## config.mk

```make
export PLATFORM = sky130hd
export DESIGN_NAME = tile_painter
export DESIGN_NICKNAME = d
export VERILOG_FILES = /design/src/rtl/vga_pkg.sv /design/src/rtl/tile_cursor.sv /design/src/rtl/tile_painter.sv
export SDC_FILE = /design/constraint.sdc
export NUM_CORES = 1
export LEC_CHECK = 0
export BUFFER_PORTS_ARGS = -buffer_cell sky130_fd_sc_hd__buf_2
export CORE_MARGIN = 2
export CORE_UTILIZATION = 43
export CTS_CLUSTER_SIZE = 28
export DETAILED_ROUTE_END_ITERATION = 12
export GPL_ROUTABILITY_DRIVEN = 0
export PLACE_DENSITY_LB_ADDON = 0.12
export SLEW_MARGIN = 20
export SYNTH_ARGS = -nofsm -noshare
export SYNTH_HDL_FRONTEND = slang
export SYNTH_SLANG_ARGS = --single-unit
```

## constraint.sdc

```tcl
create_clock -name clk -period 1.8 [get_ports clk]
set_clock_uncertainty 0.1 [all_clocks]
set_input_delay 0.18 -clock clk [delete_from_list [all_inputs] [get_ports clk]]
set_output_delay 0.18 -clock clk [all_outputs]
set_load 0.005 [all_outputs]
```

## src/rtl/vga_pkg.sv

```systemverilog
// Types, default tile-grid dimensions and the tile address map shared
// by the tile painter and the display scan path.
package vga_pkg;

    typedef enum logic [1:0] {
        ST_IDLE,
        ST_CHECK,
        ST_WRITE,
        ST_DONE
    } state_t;

    localparam int TILE_ROWS_DEF = 8;
    localparam int TILE_COLS_DEF = 8;

    // One 32-bit word per tile, tiles packed row-major with 8 columns per row.
    function automatic logic [31:0] tile_addr(input logic [2:0] row, input logic [2:0] col);
        return {24'd0, row, col, 2'b00};
    endfunction

endpackage

```

## src/rtl/tile_cursor.sv

```systemverilog
// Raster cursor over an inclusive tile rectangle: steps the column and
// wraps to the next row at the right edge.
module tile_cursor
    import vga_pkg::*;
(
    input  logic       clk,
    input  logic       rst,
    input  logic       load,
    input  logic       advance,
    input  logic [2:0] row0,
    input  logic [2:0] row1,
    input  logic [2:0] col0,
    input  logic [2:0] col1,
    output logic [2:0] row,
    output logic [2:0] col,
    output logic       wrap,
    output logic       last
);

    assign wrap = (col == col1);
    assign last = wrap && (row == row1);

    always_ff @(posedge clk) begin
        if (!rst) begin
            row <= '0;
            col <= '0;
        end else if (load) begin
            row <= row0;
            col <= col0;
        end else if (advance) begin
            if (wrap) begin
                col <= col0;
                row <= row + 3'd1;
            end else begin
                col <= col + 3'd1;
            end
        end
    end

endmodule

```

## src/rtl/tile_painter.sv

```systemverilog
// Fills a rectangle of tiles with one colour by issuing one memory write
// per tile in raster order, honouring mem_ready back-pressure.
//
// state    | meaning
// ST_IDLE  | waiting for start; command inputs latched on start
// ST_CHECK | validate latched rectangle; reject with err or load cursor
// ST_WRITE | we held high; cursor advances on each accepted write
// ST_DONE  | one-cycle done pulse, then back to IDLE
module tile_painter
    import vga_pkg::*;
#(
    parameter int TILE_ROWS = TILE_ROWS_DEF,
    parameter int TILE_COLS = TILE_COLS_DEF
) (
    input  logic        clk,
    input  logic        rst,
    input  logic        start,
    input  logic [2:0]  row0,
    input  logic [2:0]  row1,
    input  logic [2:0]  col0,
    input  logic [2:0]  col1,
    input  logic [7:0]  r,
    input  logic [7:0]  g,
    input  logic [7:0]  b,
    input  logic        mem_ready,
    output logic        we,
    output logic [31:0] dir,
    output logic [31:0] dataout,
    output logic        busy,
    output logic        done,
    output logic        err
);

    state_t     state;
    logic [2:0] row0_q, row1_q, col0_q, col1_q;
    logic [7:0] r_q, g_q, b_q;
    logic [2:0] cur_row, cur_col;
    logic       cur_wrap, cur_last;
    logic       cmd_bad, accept, load;

    assign cmd_bad = (row0_q > row1_q) || (col0_q > col1_q) ||
                     (int'(row0_q) >= TILE_ROWS) || (int'(row1_q) >= TILE_ROWS) ||
                     (int'(col0_q) >= TILE_COLS) || (int'(col1_q) >= TILE_COLS);
    assign accept  = (state == ST_WRITE) && we && mem_ready;
    assign load    = (state == ST_CHECK) && !cmd_bad;

    tile_cursor u_cursor (
        .clk     (clk),
        .rst     (rst),
        .load    (load),
        .advance (accept && !cur_last),
        .row0    (row0_q),
        .row1    (row1_q),
        .col0    (col0_q),
        .col1    (col1_q),
        .row     (cur_row),
        .col     (cur_col),
        .wrap    (cur_wrap),
        .last    (cur_last)
    );

    // Address and data come straight from registers, so they stay put while stalled.
    assign dir     = tile_addr(cur_row, cur_col);
    assign dataout = {r_q, 8'd0, g_q, b_q};

    always_ff @(posedge clk) begin
        if (!rst) begin
            state  <= ST_IDLE;
            we     <= 1'b0;
            busy   <= 1'b0;
            done   <= 1'b0;
            err    <= 1'b0;
            row0_q <= '0;
            row1_q <= '0;
            col0_q <= '0;
            col1_q <= '0;
            r_q    <= '0;
            g_q    <= '0;
            b_q    <= '0;
        end else begin
            done <= 1'b0;
            err  <= 1'b0;
            case (state)
                ST_IDLE: begin
                    if (start) begin
                        row0_q <= row0;
                        row1_q <= row1;
                        col0_q <= col0;
                        col1_q <= col1;
                        r_q    <= r;
                        g_q    <= g;
                        b_q    <= b;
                        busy   <= 1'b1;
                        state  <= ST_CHECK;
                    end
                end
                ST_CHECK: begin
                    if (cmd_bad) begin
                        err   <= 1'b1;
                        busy  <= 1'b0;
                        state <= ST_IDLE;
                    end else begin
                        we    <= 1'b1;
                        state <= ST_WRITE;
                    end
                end
                ST_WRITE: begin
                    if (accept && cur_last) begin
                        we    <= 1'b0;
                        busy  <= 1'b0;
                        done  <= 1'b1;
                        state <= ST_DONE;
                    end
                end
                ST_DONE: state <= ST_IDLE;
                default: state <= ST_IDLE;
            endcase
        end
    end

endmodule

```

* After elaboration in Yosys (flattened, before gate mapping)
Index checks and enable logic that the tools add are counted.
** Word-level totals
- Bits in registers :: 48
- Output and inout port bits :: 68
- Word-level logic and storage cells :: 66
- Input port bits :: 40
** Operators by class
- Reduce and logical (&&, ||, !) cells :: 21
- $lt $le $gt $ge :: 2
- Equal/unequal tests :: 9
- Mux-type cells :: 18
- Add/sub/neg operators :: 2
** Operators by type and width (number)
- 3-bit 2-to-1 mux :: 6
- 2-bit AND reduction :: 5
- 2-bit one-hot mux with 4 select lines :: 1
- 3-bit by 1-bit adder with 3-bit output, second input constant :: 2
- 3-bit == test :: 2
- 3-bit > comparator :: 2
- 1-bit logical AND :: 6
- 1-bit 2-to-1 mux :: 6
- 2-bit 2-to-1 mux :: 3
- 2-bit != test, second input constant :: 3
- 2-bit nonzero test :: 3
- 2-bit == test, second input constant :: 2
- 4-bit AND reduction :: 1
- 1-bit one-hot mux with 3 select lines :: 1
- 3-bit AND reduction :: 1
- 3-bit nonzero test :: 1
- 2-bit by 1-bit == test with 1-bit output, second input constant :: 1
- 1-bit logical NOT :: 2
- 2-bit logical NOT :: 1
- 2-bit by 1-bit != test with 1-bit output, second input constant :: 1
- 1-bit one-hot mux with 2 select lines :: 1
- 1-bit logical OR :: 1

* Logic depth before layout (Yosys ltp)
- Depth in word-level cells :: 6
- Gate-level depth with buffers :: 8
- Gate-level depth less buffers :: 7

* Hierarchy
Synthesis repeated with hierarchy kept, for this count alone.
** Second synthesis, totals
- Cell total of the unflattened synthesis :: 296
- Area, all modules :: 2364.8 µm²
** Modules (own cells, without submodules)
- tile_painter :: times used 1, seq. area each 840.8 µm², cells an instance 247, area an instance 1964.4 µm²
- tile_cursor :: times used 1, seq. area each 120.1 µm², cells an instance 49, area an instance 400.4 µm²

* Least setup slack after synthesis
No wires, ideal clock.
- Path kind :: flip-flop to flip-flop
- Start point :: register col1_q[1]
- End point :: register we
- Arrival time :: 1.587 ns
- Stages on the path, launching flop included :: 7
- Setup time :: 0.129 ns
- Slack :: -0.016 ns
- Buffers on the path :: 0
- Period minus slack after synthesis :: 1.816 ns
- Data required time :: 1.571 ns
- Cell sequence :: dfxtp_1 -> inv_1 -> ha_1 -> a211oi_2 -> o22ai_1 -> a2111oi_0 -> o21bai_1
** On the way
- Cells in the longest elaborated chain, start to end :: 5
- Elaborated cells on any way between the ends :: 8
- Those cells by class :: order compare (1); eq/ne (3); reduce/logical (4)
** RTL lines
- from (decl) :: line tile_painter.sv:35 : logic [2:0] row0_q, row1_q, col0_q, col1_q;
- from (signal assigned) :: line tile_painter.sv:89 : col1_q <= col1;
- parallel branches: the longest is 4 deep, another holds 3-bit > comparator
- 3-bit AND reduction (no line) (*)
- to (signal assigned) :: line tile_painter.sv:69 : we <= 1'b0;
- to (signal assigned) :: line tile_painter.sv:103 : we <= 1'b1;
- to (signal assigned) :: line tile_painter.sv:109 : we <= 1'b0;
- to (decl) :: line tile_painter.sv:26 : output logic we,
Every way passes the cells marked *.
A chain may end at the register's enable or synchronous reset.

* Worst setup path in the final report
- Start point :: register col1_q[1]
- End point :: register u_cursor.col[1]
** On the way
- Cells in the longest elaborated chain, start to end :: 5
- Elaborated cells on any way between the ends :: 12
- Those cells by class :: order compare (1); eq/ne (1); mux (3); reduce/logical (7)
** RTL lines
- 3-bit > comparator or 3-bit == test (tied branches) :: line tile_painter.sv:41, tile_cursor.sv:20
- 1-bit logical OR or 1-bit logical AND (tied branches) :: line tile_painter.sv:41, tile_cursor.sv:21
- 1-bit logical NOT (on tied branches) :: line tile_painter.sv:45, tile_painter.sv:51
- 1-bit logical AND (on tied branches) :: line tile_painter.sv:45, tile_painter.sv:51
- 3-bit 2-to-1 mux or 2-bit nonzero test (tied branches)
- to (signal assigned) :: line tile_cursor.sv:29 : col <= col0;
- to (signal assigned) :: line tile_cursor.sv:32 : col <= col0;
- to (signal assigned) :: line tile_cursor.sv:35 : col <= col + 3'd1;
- to (decl) :: line tile_cursor.sv:15 : output logic [2:0] col,
Several ways; a longest one is shown, not always the timed one. The select of a mux whose other input is x is not followed.

==> impl_results.md <==
- Seq/Total Area, Yosys: 0.395
- Antenna diode count: 0
- CP endpoint kind: flop
- CP Class: flop to flop
- GRT overflow: 0
- Fillers: 502
- Top cell type's share of synthesized area: 0.395
- Via count: 2196
- Critical Path AT: 1.90 ns
- Die width: 79.2 µm
- Final nets: 449
- Post-synthesis compound-gate area fraction: 0.168
- Post-synthesis simple-gate area fraction: 0.177
- CTS Sinks: 48
- Max Cap Viol: 0
- Vias in the first global route: 2004
- Die ar.: 6280 µm²
- Slew Viols, Final: 0
- Die height: 79.2 µm
- Sw power: 0.000972 W
- Synthesized area: 2430 µm²
- Worst-path clk slew: 0.09 ns
- # IOs: 108
- Fin crit share: 1.00
- Synthesized flop and latch total: 48
- Hold Path Stages: 3
- Row count: 27
- Clk network pwr share: 0.259
- Final Cell Area: 3310 µm²
- Top-count cell post-synth: nand2_1
- CTS tree: done
- TritonRoute pass-1 iters: 4
- Synth top area cells: dfxtp_1 (39%), nand2_1 (12%), buf_4 (10%), a21oi_1 (8.4%), ha_1 (6.2%)
- Final wirelength: 5610 µm
- Flop pwr share: 0.414
- FMAX: 0.555 GHz
- CTS Buf Count: 5
- Count of final setup violators: 1
- HP Class: input pin to flop
- Worst endpoint required time: 1.90 ns
- Crit path max fanout: 6
- Worst reg2reg path depth: 7
- Synth Flop Type: dfxtp_1
- Sw Share: 0.325
- Pre-CTS setup slack: -0.0655 ns
- RSZ-0062 raised after global routing: yes
- Multiplexer share of the synthesized area: 0.00823
- Post-DRT Antenna Nets: 0
- Largest net degree at the start of global routing: 37
- Area of the core: 5470 µm²
- Post-Synth XOR/XNOR Area: 0.0380
- Run status: complete, but fails checks
- Global Route Usage Sum: 0.182
- Largest family of logic cells by synthesized area: simple AND/OR/NAND/NOR gates
- Adder-Cell Fraction of Synth Area: 0.0617
- First-pass GRT wire length: 9170 µm
- Clk buf depth: 2
- Number of synthesized flops with an enable pin: 0
- Via density: 4.67
- Yosys cell types: 45
- Leakage power: 1.51 nW
- Pint: 0.00202 W
- Dpl cell area: 2880 µm²
- Comb pwr share: 0.327
- Layout cells sized above 1: 0.357
- H-tree levels: 2
- DR iter-0 viols: 69
- Initial antenna violation count: 0
- Syn avg cell area: 8.19 µm²
- Mapped Cells: 297
- Final hold viol count: 0
- Initial Util: 0.445
- Failing checks: setup timing
- Area leader, netlist: dfxtp_1
- PnR worst setup slack: -0.00260 ns
- Crit path time final: 1.80 ns
- DR WL/cell: 11.9 µm
- Number of port buffers: 73
- Worst hold slack: 0.00505 ns
- Hpwl dp: 3750 µm
- DRC Markers: 0
- Skew-Pair Late Insertion Delay: 0.30 ns
- Synth Warn #: 0
- Most frequent cells after synthesis: nand2_1 (78), dfxtp_1 (48), a21oi_1 (41)
- Worst IR Drop VDD: 0.509 mV
- Synth async-reset ratio: 0
- Synthesis-to-finish area growth: 36.0%
- Startpoint type of the worst setup path: flop
- Power Dens Cells: 904 nW/µm²
- Root buffer cell: clkbuf_8
[layout by cell type (no fill, tap or decap), types with 4 or more instances in the layout]
| cell type | count |
|---|---|
| a21oi_1 | 40 |
| buf_2 | 73 |
| buf_4 | 20 |
| buf_6 | 4 |
| clkbuf_8 | 5 |
| conb_1 | 34 |
| dfxtp_1 | 44 |
| dfxtp_2 | 4 |
| dlygate4sd3_1 | 8 |
| ha_1 | 7 |
| inv_1 | 9 |
| nand2_1 | 78 |
| nand3_1 | 4 |
| nand3_2 | 4 |
[per-stage QoR]
stage | power (W) | setup TNS [ns] | utilization | instances
after global placement | 0.00199 | -0.0358 | 0.525 | 448
after detailed placement | 0.00200 | -0.167 | 0.525 | 448
after CTS | 0.00289 | -0.00429 | 0.579 | 468
final | 0.00299 | -0.00260 | 0.605 | 470
after floorplan | 0.00176 | 0 | - | 330
after global routing | 0.00318 | -0.158 | 0.605 | 470
[final timing paths]
check                                       startpoint                            to  slack [ns]
worst max-delay path            col1_q[1]$_SDFFE_PN0P_  u_cursor.col[1]$_SDFFE_PN0P_      -0.003
worst min-delay path                           row1[1]        row1_q[1]$_SDFFE_PN0P_       0.005
worst max register to register  col1_q[1]$_SDFFE_PN0P_  u_cursor.col[1]$_SDFFE_PN0P_      -0.003
worst min register to register     g_q[5]$_SDFFE_PN0P_           g_q[5]$_SDFFE_PN0P_        0.36
[cell type report]
type	count	area [µm²]	area share
Clock buffer	5	68.8	0.0208
Clock inverter	3	42.5	0.0129
Inverter	12	45.0	0.0136
Multi-Input combinational cell	223	1420	0.428
Sequential cell	48	966	0.292
Tap cell	72	90.1	0.0272
Timing Repair Buffer	107	681	0.206
[critical path: stages, from the launching register on]
cell and delay, ns:
dfxtp_2 0.34, inv_2 0.04, ha_4 0.21, a211oi_2 0.26
buf_4 0.19, o221ai_4 0.16, a21boi_2 0.21, o221a_1 0.20
[power groups by stage]
stage,Clock [W],Sequential [W],Combinational (W)
5_1_grt,0.000844,0.00125,0.00108
4_1_cts,0.000802,0.00124,0.000854
6_report,0.000775,0.00124,0.000977
3_5_place_dp,0,0.00126,0.000737
3_3_place_gp,0,0.00126,0.000729
2_1_floorplan,0,0.00127,0.000489
[logic make-up (layout without fill, tap and decap cells)]
group / Yosys count / after routing
AO/OA/AOI/OAI: 67 / 68
XOR/XNOR: 8 / 8
adder cells (fa/ha/maj): 12 / 12
buffers and inverters: 60 / 127
flip-flops: 48 / 48
multiplexers: 2 / 2
other: 1 / 34
AND/OR/NAND/NOR: 99 / 99
[metal layers]
layer	vias up	wire length [µm]	GRT usage
met2	78	2600	0.288
met5	-	0	0
met1	987	2590	0.246
met3	6	381	0.0443
met4	0	41	0.0534
li1	1125	-	-
[timing repair]
item	CTS	global route
gates cloned	1	0
setup buffers	3	2
hold buffers	8	0
pin swaps	5	8
setup endpoints to repair	6	9
hold endpoints to repair	8	0
gates resized for setup	10	32
[sequential cells by signal, indices dropped and copies added, names as in the netlist, named ones only]
register	count
row1_q	3
col0_q	3
row0_q	3
state	1
err	1
col1_q	3
g_q	8
u_cursor.col	3
b_q	8
busy	1
u_cursor.row	3
done	1
we	1
r_q	8
(Power assumes the default switching activity.)
